### config.mk
export PLATFORM = sky130hd
export DESIGN_NAME = vector_op_sequencer
export DESIGN_NICKNAME = d
export VERILOG_FILES = /design/src/rtl/vector_op_sequencer.sv
export SDC_FILE = /design/constraint.sdc
export NUM_CORES = 1
export LEC_CHECK = 0
export CAP_MARGIN = 25
export CORE_MARGIN = 2
export CORE_UTILIZATION = 47
export DETAILED_ROUTE_END_ITERATION = 12
export GPL_ROUTABILITY_DRIVEN = 0
export MAX_ROUTING_LAYER = met4
export PLACE_DENSITY = 0.84
export REMOVE_ABC_BUFFERS = 1
export SETUP_SLACK_MARGIN = 0.05
export SKIP_LAST_GASP = 1
export SYNTH_ARGS = -nofsm -noshare
export SYNTH_HDL_FRONTEND = slang
export SYNTH_SLANG_ARGS = --single-unit
### constraint.sdc
create_clock -name clk -period 2.9 [get_ports clk]
set_input_delay 0.58 -clock clk [delete_from_list [all_inputs] [get_ports clk]]
set_output_delay 0.58 -clock clk [all_outputs]
set_load 0.02 [all_outputs]
### src/rtl/vector_op_sequencer.sv
// Vector op sequencer: runs one vector instruction lane by lane through a
// shared scalar functional unit, collects the per-lane results (in any order)
// and issues a single vector-register write once every lane has returned.
//
// FU handshake: a lane issue transfers on a rising edge where fu_valid and
// fu_ready are both high. While fu_valid=1 and fu_ready=0, fu_lane/fu_a/fu_b/
// fu_op hold their values. fu_valid never depends on fu_ready. Results come
// back with res_valid and are always accepted (there is no backpressure on
// the result path).
module vector_op_sequencer #(
  parameter  int LANES = 4,
  parameter  int EW    = 16,
  localparam int LW    = $clog2(LANES)
) (
  input  logic                clk,
  input  logic                rst_n,
  input  logic                start,
  input  logic [2:0]          op,
  input  logic [LANES*EW-1:0] src_a,
  input  logic [LANES*EW-1:0] src_b,
  input  logic                flush,
  output logic                stall,
  output logic                fu_valid,
  input  logic                fu_ready,
  output logic [2:0]          fu_op,
  output logic [LW-1:0]       fu_lane,
  output logic [EW-1:0]       fu_a,
  output logic [EW-1:0]       fu_b,
  input  logic                res_valid,
  input  logic [LW-1:0]       res_lane,
  input  logic [EW-1:0]       res_data,
  output logic                vec_we,
  output logic [LANES*EW-1:0] vec_result,
  output logic                done,
  output logic [2:0]          dbg_state
);

  localparam int CW = LW + 1;

  localparam logic [2:0] S_IDLE  = 3'd0;
  localparam logic [2:0] S_ISSUE = 3'd1;
  localparam logic [2:0] S_WAIT  = 3'd2;
  localparam logic [2:0] S_DONE  = 3'd3;
  localparam logic [2:0] S_DRAIN = 3'd4;

  logic [2:0]          state_q, state_d;
  logic [2:0]          op_q;
  logic [LANES*EW-1:0] a_q;
  logic [LANES*EW-1:0] b_q;
  logic [LANES*EW-1:0] result_q;
  logic [CW-1:0]       issue_cnt_q, issue_cnt_d;
  logic [CW-1:0]       recv_cnt_q, recv_cnt_d;

  logic                in_issue, in_wait, in_drain, in_idle;
  logic                xfer;
  logic                res_count;
  logic                res_write;
  logic                accept;
  logic [LW-1:0]       issue_lane;

  assign in_idle    = (state_q == S_IDLE);
  assign in_issue   = (state_q == S_ISSUE);
  assign in_wait    = (state_q == S_WAIT);
  assign in_drain   = (state_q == S_DRAIN);
  assign issue_lane = issue_cnt_q[LW-1:0];

  // Flush wins over issue: the request is withdrawn in the flush cycle.
  assign fu_valid  = in_issue && !flush;
  assign xfer      = fu_valid && fu_ready;
  assign res_count = res_valid && (in_issue || in_wait || in_drain);
  assign res_write = res_valid && (in_issue || in_wait);
  assign accept    = in_idle && start;

  assign issue_cnt_d = issue_cnt_q + {{LW{1'b0}}, xfer};
  assign recv_cnt_d  = recv_cnt_q + {{LW{1'b0}}, res_count};

  assign fu_op      = op_q;
  assign fu_lane    = issue_lane;
  assign vec_result = result_q;
  assign vec_we     = (state_q == S_DONE);
  assign done       = (state_q == S_DONE);
  assign dbg_state  = state_q;

  // Lane operand select from the latched source vectors.
  always_comb begin
    fu_a = a_q[int'(issue_lane)*EW +: EW];
    fu_b = b_q[int'(issue_lane)*EW +: EW];
  end

  // Front-end stall: held while the op is in flight; in IDLE/DRAIN it only
  // reflects a waiting vector op; released in DONE so that op advances.
  always_comb begin
    stall = 1'b0;
    case (state_q)
      S_ISSUE, S_WAIT:  stall = 1'b1;
      S_IDLE, S_DRAIN:  stall = start;
      default:          stall = 1'b0;
    endcase
  end

  // Next-state logic; counts include any transfer/result of this cycle.
  always_comb begin
    state_d = state_q;
    case (state_q)
      S_IDLE: begin
        if (start) state_d = S_ISSUE;
      end
      S_ISSUE: begin
        if (flush) begin
          state_d = (recv_cnt_d == issue_cnt_q) ? S_IDLE : S_DRAIN;
        end else if (xfer && (issue_lane == LW'(LANES - 1))) begin
          state_d = (recv_cnt_d == CW'(LANES)) ? S_DONE : S_WAIT;
        end
      end
      S_WAIT: begin
        if (flush) begin
          state_d = (recv_cnt_d == issue_cnt_q) ? S_IDLE : S_DRAIN;
        end else if (recv_cnt_d == CW'(LANES)) begin
          state_d = S_DONE;
        end
      end
      S_DONE: begin
        state_d = S_IDLE;
      end
      S_DRAIN: begin
        if (recv_cnt_d == issue_cnt_q) state_d = S_IDLE;
      end
      default: begin
        state_d = S_IDLE;
      end
    endcase
  end

  // State register.
  always_ff @(posedge clk or negedge rst_n) begin
    if (!rst_n) begin
      state_q <= S_IDLE;
    end else begin
      state_q <= state_d;
    end
  end

  // Operand latch, lane counters and result assembly.
  always_ff @(posedge clk or negedge rst_n) begin
    if (!rst_n) begin
      op_q        <= '0;
      a_q         <= '0;
      b_q         <= '0;
      issue_cnt_q <= '0;
      recv_cnt_q  <= '0;
      result_q    <= '0;
    end else if (accept) begin
      op_q        <= op;
      a_q         <= src_a;
      b_q         <= src_b;
      issue_cnt_q <= '0;
      recv_cnt_q  <= '0;
      result_q    <= '0;
    end else begin
      issue_cnt_q <= issue_cnt_d;
      recv_cnt_q  <= recv_cnt_d;
      if (res_write) begin
        result_q[int'(res_lane)*EW +: EW] <= res_data;
      end
    end
  end

endmodule

### Yosys cells after proc, flatten, opt, wreduce, memory -nomap -nowiden

Cells that the tools add are included.

| word-level totals | value |
|---|---|
| bits in registers | 204 |
| latch bits | 0 |
| bits in writable memories | 0 |
| ROM bits | 0 |
| input port bits | 155 |
| output and inout port bits | 108 |
| word-level logic and storage cells | 54 |
| memories kept | 0 |

| cells by class | value |
|---|---|
| add/subtract/negate cells | 3 |
| multipliers | 0 |
| divide/modulo/power cells | 0 |
| $lt $le $gt $ge | 0 |
| equal/unequal tests | 11 |
| shift-type cells | 4 |
| muxes and demuxes | 15 |
| bitwise logic cells | 0 |
| reduce and logical (&&, ||, !) cells | 14 |

Operators with widths:

| kind | count |
|---|---|
| 64-bit 2-to-1 mux | 2 |
| 64-bit by 7-bit indexed part select with 16-bit output | 2 |
| 64-bit bitwise mux | 1 |
| 16-bit by 33-bit variable shift with 64-bit output, first input constant | 1 |
| 16-bit by 33-bit indexed part select with 64-bit output | 1 |
| 6-bit negation with 33-bit output | 1 |
| 3-bit 2-to-1 mux | 9 |
| 3-bit one-hot mux with 4 select lines | 1 |
| 3-bit by 1-bit adder with 3-bit output | 2 |
| 3-bit by 2-bit equality test with 1-bit output, second input constant | 2 |
| 3-bit equality test, second input constant | 2 |
| 1-bit logical AND | 6 |
| 3-bit by 2-bit != test with 1-bit output, second input constant | 2 |
| 4-bit AND reduction | 1 |
| 2-bit OR reduction | 2 |
| 3-bit by 1-bit equality test with 1-bit output, second input constant | 1 |
| 3-bit equality test | 1 |
| 3-bit zero test | 1 |
| 2-bit equality test, second input constant | 1 |
| 1-bit logical OR | 2 |
| 2-bit by 1-bit != test with 1-bit output, second input constant | 1 |
| 2-bit != test, second input constant | 1 |
| 1-bit one-hot mux with 2 select lines | 1 |
| 2-bit nonzero test | 1 |
| 2 further kinds | 2 |

### Longest topological paths before layout

| logic depth | value |
|---|---|
| depth in word-level cells | 10 |
| mapped depth | 11 |

### Worst setup path after synthesis

Ideal clock, no wire load.

| timing path | value |
|---|---|
| path type | reg2reg |
| start | register state_q[1], in the netlist dbg_state[1] |
| end | register state_q[0], in the netlist dbg_state[0] |
| setup time | 0.125 ns |
| arrival time | 2.335 ns |
| slack | 0.440 ns |
| cell stages (with the launch flop) | 11 |
| path buffers | 2 |
| clock period less this slack | 2.460 ns |
| cells stage by stage | dfrtp_1 buf_4 buf_2 nor3b_1 nor2_1 nor2_1 ha_1 ha_1 nor4_1 a211oi_1 a2111oi_0 |

| between the ends | value |
|---|---|
| longest elaborated chain between the ends | 10 |
| elaborated cells on any way between the ends | 22 |
| those cells by class | 1 x add/sub; 9 x eq/ne; 4 x mux; 8 x reduce/logical |

RTL lines:

| item | line | text |
|---|---|---|
| from (decl) | 46 | `logic [2:0] state_q, state_d;` |
| from (signal assigned) | 139 | `state_q <= state_d;` |
| 3-bit by 1-bit equality test with 1-bit output / 3-bit by 2-bit equality test with 1-bit output (equally long branches) | 62, 104, 63 |  |
| 1-bit logical OR (2 in series) | 70 | `assign res_count = res_valid && (in_issue \|\| in_wait \|\| in_drain);` |
| 1-bit logical AND | 70 |  |
| 3-bit by 1-bit adder with 3-bit output | 75 | `assign recv_cnt_d = recv_cnt_q + {{LW{1'b0}}, res_count};` |
| 3-bit equality test | 112, 118 |  |
| 1-bit 2-to-1 mux | 112 | `state_d = (recv_cnt_d == CW'(LANES)) ? S_DONE : S_WAIT;` |
| 3-bit 2-to-1 mux | 111 | `end else if (xfer && (issue_lane == LW'(LANES - 1))) begin` |
| 3-bit 2-to-1 mux | 109 | `if (flush) begin` |
| 3-bit one-hot mux with 4 select lines | 104 | `case (state_q)` |

Several ways; a longest one is shown, not always the timed one. The select of a mux whose other input is x is not followed.
A chain may end at the register's enable or synchronous reset.

### Worst setup path in the final report

| timing path | value |
|---|---|
| start | register issue_cnt_q[0] |
| end | output fu_a[6] |

| between the ends | value |
|---|---|
| longest elaborated chain between the ends | 1 |

RTL lines:

| item | line | text |
|---|---|---|
| from (decl) | 51 | `logic [CW-1:0] issue_cnt_q, issue_cnt_d;` |
| from (signal assigned) | 160 | `issue_cnt_q <= issue_cnt_d;` |
| 64-bit by 7-bit indexed part select with 16-bit output | 86 | `fu_a = a_q[int'(issue_lane)*EW +: EW];` |
| to (decl) | 27 | `output logic [EW-1:0] fu_a,` |

Every way passes these cells.

==> metrics.csv <==
metric;value;unit
number of standard cells after synthesis;548;
Post-synth ARST share;100;%
area growth from synthesis to final layout;40.7;%
relative contribution of sequential cells to total power;37.4;%
DRT iter0 DRCs;270;
number of remaining DRC errors;0;
crit start category;flop;
Main synth FF type;sky130_fd_sc_hd__dfrtp_1;
final cell count without fillers;1059;
Worst-path clk slew;0.06;ns
Final TNS setup;0;ns
Layout Nets;972;
cell-internal power;8.18;mW
number of buffers inserted for hold repair after clock tree synthesis;0;
Period Utilization, post-route;98.1;%
crit path capture type;primary output;
root buffer selected by CTS;sky130_fd_sc_hd__clkbuf_16;
CTS tree;yes;
vias post-DR;5981;
chip width;141;µm
overall die area;19800;µm²
Hold Violations, Final;0;
post-route ant nets;0;
number of buffers on the longest clock path;3;
Mapped Avg Cell Area;16.1;µm²
CP Data Required Time;2.32;ns
pin count of the biggest net entering global routing;92;
reported max-cap violation count;0;
netlist area before placement;8800;µm²
GRT Total Usage;23.5;%
maximum VDD drop;0.679;mV
worst-case setup margin in the final layout;0.0542;ns
worst slack at placement;-0.0995;ns
clock buffer count from CTS;22;
critical path class;reg2out;
number of enable flip-flop cells after synthesis;0;
CP top delay family;buffers and inverters;
Routed WL per cell;21.6;µm
grt total ovfl;0;
total placed cells including tap cells;1018;
outcome;complete, no violations;
total design power;12.0;mW
largest stage delay on the critical path;0.58;ns
antenna violations before repair;0;
CTS H-tree lvls;1;
number of buffer cells added on primary ports;262;
Final Routed Wirelength;22.9;mm
transition at the pin with the smallest max-transition slack;0.918;ns
row cnt;50;
largest fanout of any net on the critical path;8;
starting utilization of the core area;47.5;%
pwr dens;971;nW/µm²
Setup Buffers After CTS;0;
Leakage Power;5.33;nW
insertion delay to the later sink of the worst-skew pair;0.49;ns
fraction of final layout cells with drive strength greater than 1;29.3;%
yosys synthesis warning count;0;
top area cells in the synthesized netlist;sky130_fd_sc_hd__dfrtp_1 58%, sky130_fd_sc_hd__mux2_2 17%, sky130_fd_sc_hd__mux4_2 8.2%;
number of buffers and inverters on the critical path;2;
HPWL after detailed placement;16.1;mm
number of storage elements in the synthesis netlist;204;
I/O pin total;263;
library cell contributing the largest single delay on the critical path;sky130_fd_sc_hd__clkdlybuf4s50_1;
number of max-slew violations in the final report;0;
number of vias per cell after detailed routing;5.65;
Comb pwr share;39.8;%
proportion of synthesized chip area in sequential cells;58.0;%
final count of negative-setup-slack endpoints;0;
count of antenna diodes in the layout;0;
Slew Limit Headroom;38.8;%
number of unique standard cell types used by synthesis;44;
first-pass GRT wire length;35.7;mm
core box area;18500;µm²
fraction of synthesized cell area taken by the top area cell type;58.0;%
worst setup skew after layout;0.0104;ns
clk sink count;204;
P_sw;3.84;mW
cell taking the most area after synthesis;sky130_fd_sc_hd__dfrtp_1;
proportion of power drawn by the clock network;22.8;%
vias in the first global route;6504;
Tmin final;2.85;ns
router iterations before antenna repair;4;
Crit path arrival time;2.27;ns
type of the most critical hold path;in2async;
unrepaired setup endpoints after global routing;true;
switching fraction of total power;32.0;%
crit path cell chain;buf_4, mux4_2, clkdlybuf4s50_1;
Max Clk Rate;351;MHz
utilization after layout;66.8;%
die boundary height;141;µm
logic make-up (layout without fill, tap and decap cells):
| group | after synthesis | count (layout) | synth area share, % |
|---|---|---|---|
| adder cells (fa/ha/maj) | 8 | 8 | 1.14 |
| multiplexers | 163 | 163 | 25.0 |
| flip-flops | 204 | 204 | 58.0 |
| XOR/XNOR | 5 | 5 | 0.498 |
| AO/OA/AOI/OAI | 84 | 84 | 8.76 |
| buffers and inverters | 43 | 320 | 3.61 |
| AND/OR/NAND/NOR | 41 | 41 | 2.99 |
area by class of cell:
class / instances / area [µm²]
well taps: 234 / 293
inverters: 3 / 11.3
multi-input cells: 301 / 3390
repair buffers: 277 / 2860
fillers: 1282 / 6140
clock buffers: 30 / 632
flip-flops and latches: 204 / 5110
clock inverters: 10 / 77.6
placed cells by master, fill, tap and decap left out, types with 10 or more instances in the layout:
cell and n:
sky130_fd_sc_hd__dfrtp_1 201, sky130_fd_sc_hd__mux2_2 131, sky130_fd_sc_hd__mux4_2 32, sky130_fd_sc_hd__a22o_2 10, sky130_fd_sc_hd__clkbuf_16 24, sky130_fd_sc_hd__clkdlybuf4s50_1 233
sky130_fd_sc_hd__dlymetal6s2s_1 18, sky130_fd_sc_hd__dlygate4sd2_1 10, sky130_fd_sc_hd__a22o_1 54
synth_stat cells, types with 2 or more instances:
master / n
sky130_fd_sc_hd__and3_1: 4
sky130_fd_sc_hd__mux4_2: 32
sky130_fd_sc_hd__nor2b_1: 8
sky130_fd_sc_hd__inv_1: 3
sky130_fd_sc_hd__buf_2: 8
sky130_fd_sc_hd__o21bai_2: 3
sky130_fd_sc_hd__ha_1: 8
sky130_fd_sc_hd__a22o_2: 10
sky130_fd_sc_hd__buf_6: 13
sky130_fd_sc_hd__nand2b_1: 3
sky130_fd_sc_hd__mux2_2: 131
sky130_fd_sc_hd__xnor2_1: 4
sky130_fd_sc_hd__a22o_1: 54
sky130_fd_sc_hd__dfrtp_1: 204
sky130_fd_sc_hd__clkbuf_1: 5
sky130_fd_sc_hd__nand2_1: 2
sky130_fd_sc_hd__nor2_1: 8
sky130_fd_sc_hd__nand3_1: 4
sky130_fd_sc_hd__a211oi_1: 2
sky130_fd_sc_hd__buf_4: 13
sky130_fd_sc_hd__a21oi_1: 4
sky130_fd_sc_hd__and2_1: 2
sky130_fd_sc_hd__nor3b_1: 2
layer usage:
layer	global-route usage, %	vias up	part of all wire, %
li1	-	2595	-
met1	28.2	3100	39
met5	-	-	0
met4	10.4	0	5.0
met2	38.7	212	51
met3	4.99	74	5.3
state kept, by name, summed over array words and instances, names as in the netlist:
register,cells
a_q,64
b_q,64
vec_result,64
dbg_state,3
fu_op,3
issue_cnt_q,3
recv_cnt_q,3
path summary, 6_finish.rpt:
check | start | to | slack, ns | cells past startpoint
max in group asynchronous | rst_n | a_q[20] | 1.97 | 2
hold / removal | rst_n | a_q[10] | 0.13 | 1
hold reg to reg | vec_result[12] | vec_result[12] | 0.50 | 1
min in group clk | vec_result[12] | vec_result[12] | 0.50 | 1
setup / recovery | issue_cnt_q[0] | fu_a[6] | 0.05 | 3
setup reg to reg | dbg_state[0] | dbg_state[0] | 0.32 | 9
what timing repair did:
item,CTS,global route
cloned,0,1
endpoints found under the setup margin,21,23
gates resized for setup,10,21
endpoints found under the hold margin,0,0
worst register-to-register path, stage by stage, from the launching register on:
cell and delay (ns):
sky130_fd_sc_hd__dfrtp_1 0.55, sky130_fd_sc_hd__nor2b_2 0.34, sky130_fd_sc_hd__o21ba_2 0.18, sky130_fd_sc_hd__nor2_1 0.04, sky130_fd_sc_hd__nor2_1 0.10, sky130_fd_sc_hd__ha_1 0.16
sky130_fd_sc_hd__ha_1 0.26, sky130_fd_sc_hd__nor4_1 0.25, sky130_fd_sc_hd__a211oi_1 0.07, sky130_fd_sc_hd__a2111oi_0 0.47
through the flow:
step | hold WS, ns | cell area [µm²]
after floorplan | 0.284 | 8490
after global placement | 0.483 | 11600
after detailed placement | 0.483 | 11600
after CTS | 0.155 | 12300
after global routing | 0.178 | 12400
final | 0.131 | 12400
power by group through the flow:
stage	registers [mW]	logic, mW	clock network (mW)
2_1_floorplan	4.55	2.92	0
3_5_place_dp	4.54	4.93	0
6_report	4.50	4.79	2.73
3_3_place_gp	4.42	4.79	0
4_1_cts	4.50	4.87	2.82
5_1_grt	4.62	5.08	2.93
Power figures use the tool's default switching activity.
==> variant 1, RTL diff (same flow settings) <==
Change the parameter `LANES` from 4 to 8.
--- a/src/rtl/vector_op_sequencer.sv
+++ b/src/rtl/vector_op_sequencer.sv
@@ -10,3 +10,3 @@
 module vector_op_sequencer #(
-  parameter  int LANES = 4,
+  parameter  int LANES = 8,
   parameter  int EW    = 16,
Ports: changed (5 resized); port bits go from 263 to 457. No check against the original RTL was run, so the function may have changed too.
==> variant 1 against the original RTL <==
  * The flow now finishes with violations (setup timing)
  * Design area up 100%
  * Sequential cell count up 194
  * Synthesized area up 100%
  * Worst setup slack worse by 0.057 ns
  * Via count rose to 2.5 times the old value
  * Non-clock buffer count up 261
  * Wire length up 140%
  * Total power up 93%
==> variant 1: results <==
export IMPL_syn_avg_cell_area_um2=9.78
export IMPL_p_leak_nw=11.7
export IMPL_drt_iter0_drc=1000
export IMPL_drive_gt1_share_pct=12.9
export IMPL_finalSetupViolCount=1
export IMPL_crit_fanout=7
export IMPL_wire_per_inst_um=19.7
export IMPL_dr_wl_met2_um=27900
export IMPL_htreeDepth=2
export IMPL_portBuffers=456
export IMPL_fin_skew_ns=0.0126
export IMPL_wirelength_met1_um=19600
export IMPL_hp_class="flip-flop to flip-flop"
export IMPL_grt_pass1_vias=15500
export IMPL_wl_met3_um=5060
export IMPL_dr_pass1_iters=5
export IMPL_nets=2557
export IMPL_grt_use_total_pct=28.8
export IMPL_grtUsageMet3_pct=6.78
export IMPL_ys_seq_area_share_pct=56.6
export IMPL_grt_first_pass_wirelength_um=84000
export IMPL_grt_use_met1_pct=32.5
export IMPL_ff2ff_path_depth=10
export IMPL_setup_ws_ns=-0.00249
export IMPL_place_inst=2671
export IMPL_cts_made_buffers=44
export IMPL_netlist_area_leader_share_pct=56.6
export IMPL_outcome="finished, violations left"
export IMPL_worstSkewPairLatency_ns=0.54
export IMPL_fillers=2600
export IMPL_failed_checks="setup timing"
variant 1: cell count changes in the layout (fill, tap and decap cells not counted), sizes merged, moves of 64 or more:
cell           change
buf               +98
mux2i             +64
a22o              -64
mux2              -99
nand2            +965
o21ai             +65
clkdlybuf4s50    +189
dfrtp            +194
variant 1: power breakdown:
group / total, mW / internal, mW / switching, mW
Clock: 5.43 / 3.17 / 2.26
Combinational: 8.97 / 4.38 / 4.59
Sequential: 8.82 / 7.53 / 1.28
Total: 23.2 / 15.1 / 8.13
variant 1: per-stage QoR:
step	setup TNS, ns	setup slack (ns)	area (um^2)
floorplan	-1709.06	-4.37	17000
global placement	0	0.120	23000
detailed placement	0	0.0871	23000
CTS	-0.690	-0.0618	24700
global route	-0.231	-0.0468	24800
finish	-0.00249	-0.00249	24800
variant 1: worst min path at each step:
stage	start	to	slack, ns	cells after the start
5_1_grt	b_q[97]$_DFFE_PN0P_	b_q[97]$_DFFE_PN0P_	0.49	2
3_5_place_dp	a_q[102]$_DFFE_PN0P_	a_q[102]$_DFFE_PN0P_	0.46	2
6_report	b_q[93]$_DFFE_PN0P_	b_q[93]$_DFFE_PN0P_	0.47	2
2_1_floorplan	rst_n	a_q[0]$_DFFE_PN0P_	0.28	0
4_1_cts	a_q[102]$_DFFE_PN0P_	a_q[102]$_DFFE_PN0P_	0.47	2
3_3_place_gp	b_q[48]$_DFFE_PN0P_	b_q[48]$_DFFE_PN0P_	0.45	2
variant 1: repair_timing:
action / CTS / global route
hold buffers: 1 / 0
setup endpoints to repair: 34 / 32
resized for setup: 154 / 57
endpoints found under the hold margin: 6 / 0
gates cloned: 3 / 2
setup buffers: 13 / 1
variant 1: worst max-delay path, cell delays in order (launching register included):
cell and delay (ns):
dfrtp_4 0.50, buf_12 0.17, buf_12 0.13, buf_16 0.13, mux4_2 0.42, mux2_4 0.30, buf_6 0.13
variant 1: kinds of logic (layout without fill, tap and decap cells):
| kind of cell | count (synthesis) | in the layout | share of synthesized area, % |
|---|---|---|---|
| AOI/OAI and AO/OA | 77 | 77 | 2.28 |
| xor gates and xnor gates | 9 | 9 | 0.555 |
| adders and majority gates | 6 | 6 | 0.427 |
| buffers and inverters | 138 | 637 | 3.77 |
| DFF | 398 | 398 | 56.6 |
| muxes | 160 | 160 | 13.9 |
| other | 0 | 7 | 0 |
| and+or+nand+nor | 1012 | 1012 | 22.5 |
variant 1: cell type report:
cell class / instances / area share [%]
Clock inverter: 18 / 0.556
Timing Repair Buffer: 538 / 22.8
Tap cell: 468 / 2.36
Clock buffer: 60 / 5.14
Sequential cell: 398 / 40.2
Multi-Input combinational cell: 1264 / 28.5
Inverter: 21 / 0.318
Antenna cell: 7 / 0.0707
==> variant 2, RTL diff (same settings) <==
Without the edit above. Reset style: synchronous (`rst_n`), changed in 2 clocked blocks.
--- a/src/rtl/vector_op_sequencer.sv
+++ b/src/rtl/vector_op_sequencer.sv
@@ -134,3 +134,3 @@
   // State register.
-  always_ff @(posedge clk or negedge rst_n) begin
+  always_ff @(posedge clk) begin
     if (!rst_n) begin
@@ -143,3 +143,3 @@
   // Operand latch, lane counters and result assembly.
-  always_ff @(posedge clk or negedge rst_n) begin
+  always_ff @(posedge clk) begin
     if (!rst_n) begin
Check against the original RTL: differs if rst_n is asserted again (counterexample within 4 cycles, from zero or initial values and one cycle with rst_n low); with rst_n held inactive, the same outputs for 4 cycles.
==> variant 2 against the original RTL <==
  * Worst setup slack better by 0.067 ns
  * Synthesized area fell by 1.4%
  * Highest routed layer unchanged
  * Sequential cell count unchanged
  * Design area down 1.5%
  * Wire length rose by 3.8%
  * Register-to-register slack improved by 0.22 ns
  * Largest cell class is now multi-input combinational cells
Power is not compared: it rests on default switching activity, and its combinational part moved more than twofold at a synthesized area within 25%.
==> variant 2: results <==
export IMPL_critical_path_top_delay_family="buffers and inverters"
export IMPL_synth_main_ff_cell="dfxtp_1"
export IMPL_ys_seq_area_share_pct=47.1
export IMPL_hp_class="primary input to flip-flop"
export IMPL_htreeDepth=1
export IMPL_synth_distinct_cells=43
export IMPL_power_mw=6.62
export IMPL_drive_gt1_share_pct=9.20
export IMPL_cpMaxStageDelayCell="clkdlybuf4s50_1"
export IMPL_clk_pin_slew_ns=0.06
export IMPL_grt_max_degree=128
export IMPL_grt_pass1_vias=7624
export IMPL_netSwitchingPower_mw=1.64
export IMPL_yosys_warnings=0
export IMPL_wire_per_inst_um=16.4
export IMPL_cts_path_max_buffers=3
export IMPL_ir_worst_vdd_uv=462
export IMPL_drtAntennaViolNets=0
export IMPL_vias=7673
export IMPL_max_stage_delay_ns=0.59
export IMPL_drt_iter0_drc=350
export IMPL_worst_slew_pin_slew_ns=0.879
export IMPL_portBuffers=262
export IMPL_place_ws_ns=0.211
export IMPL_place_area_um2=11400
export IMPL_outcome="finished clean"
export IMPL_dp_hpwl_um=16200
export IMPL_grt_first_pass_wirelength_um=38100
export IMPL_async_flop_share_pct=0
export IMPL_root_buffer="clkbuf_16"
export IMPL_pg_clk_mw=2.75
export IMPL_yosys_top_cells_count="nand2_1, dfxtp_1, a21boi_0"
export IMPL_cts_made_buffers=23
export IMPL_powerComb_mw=0.870
export IMPL_grt_use_total_pct=24.5
export IMPL_crit_fanout=18
export IMPL_worstSkewPairLatency_ns=0.52
export IMPL_syn_inst=974
export IMPL_fin_skew_ns=0.0148
export IMPL_nets=1366
export IMPL_postRouteWirelength_um=23700
export IMPL_p_leak_nw=4.58
export IMPL_dr_pass1_iters=7
export IMPL_grt_antenna_before_repair=2
export IMPL_yosys_top_cells_area="dfxtp_1, nand2_1, mux4_2"
variant 2: changes by cell type after synthesis, sizes merged, moves of 25 or more:
| cell | change |
|---|---|
| nand2 | +330 |
| clkbuf | +25 |
| a21oi | +64 |
| dfrtp | -204 |
| a21boi | +131 |
| dfxtp | +204 |
| a22o | -64 |
| mux2 | -131 |
| nand3 | +61 |
variant 2: final cells by class:
cell class                      instances  area (um^2)
Antenna cell                            2         5.00
Clock buffer                           30          622
Clock inverter                          9         87.6
Fill cell                            1409         5830
Inverter                                3         11.3
Multi-Input combinational cell        686         4150
Sequential cell                       204         4090
Tap cell                              229          287
Timing Repair Buffer                  285         2950
variant 2: layer usage:
layer	track usage, %	share of wire, %
met5	-	0
met2	40.9	49
met1	27.6	38
met4	8.84	3.2
met3	7.67	9.5
variant 2: what timing repair did:
action | CTS | global route
hold buffers | 0 | 0
gates cloned | 2 | 0
resized for setup | 9 | 11
setup buffers | 0 | 0
endpoints found under the setup margin | 27 | 11
variant 2: final timing paths:
check                                                from                         to  slack, ns  cells after the start
worst max-delay path            issue_cnt_q[0]$_SDFF_PP0_                   fu_a[14]       0.12                      3
worst min-delay path                                rst_n  dbg_state[2]$_SDFFE_PN0P_       0.40                      2
worst max register to register  dbg_state[0]$_SDFFE_PN0P_  dbg_state[0]$_SDFFE_PN0P_       0.54                      7
worst min register to register       a_q[50]$_SDFFE_PN0P_       a_q[50]$_SDFFE_PN0P_       0.45                      2
variant 2: logic make-up (layout without fill, tap and decap cells):
group / Yosys count / count (layout) / share of synthesized area (%)
simple gates: 431 / 431 / 20.8
other cells: 0 / 2 / 0
flops: 204 / 204 / 47.1
xor+xnor: 6 / 6 / 0.692
buf+inv: 84 / 327 / 5.28
fa+ha+maj: 8 / 8 / 1.15
compound gates: 209 / 209 / 16.7
mux: 32 / 32 / 8.31
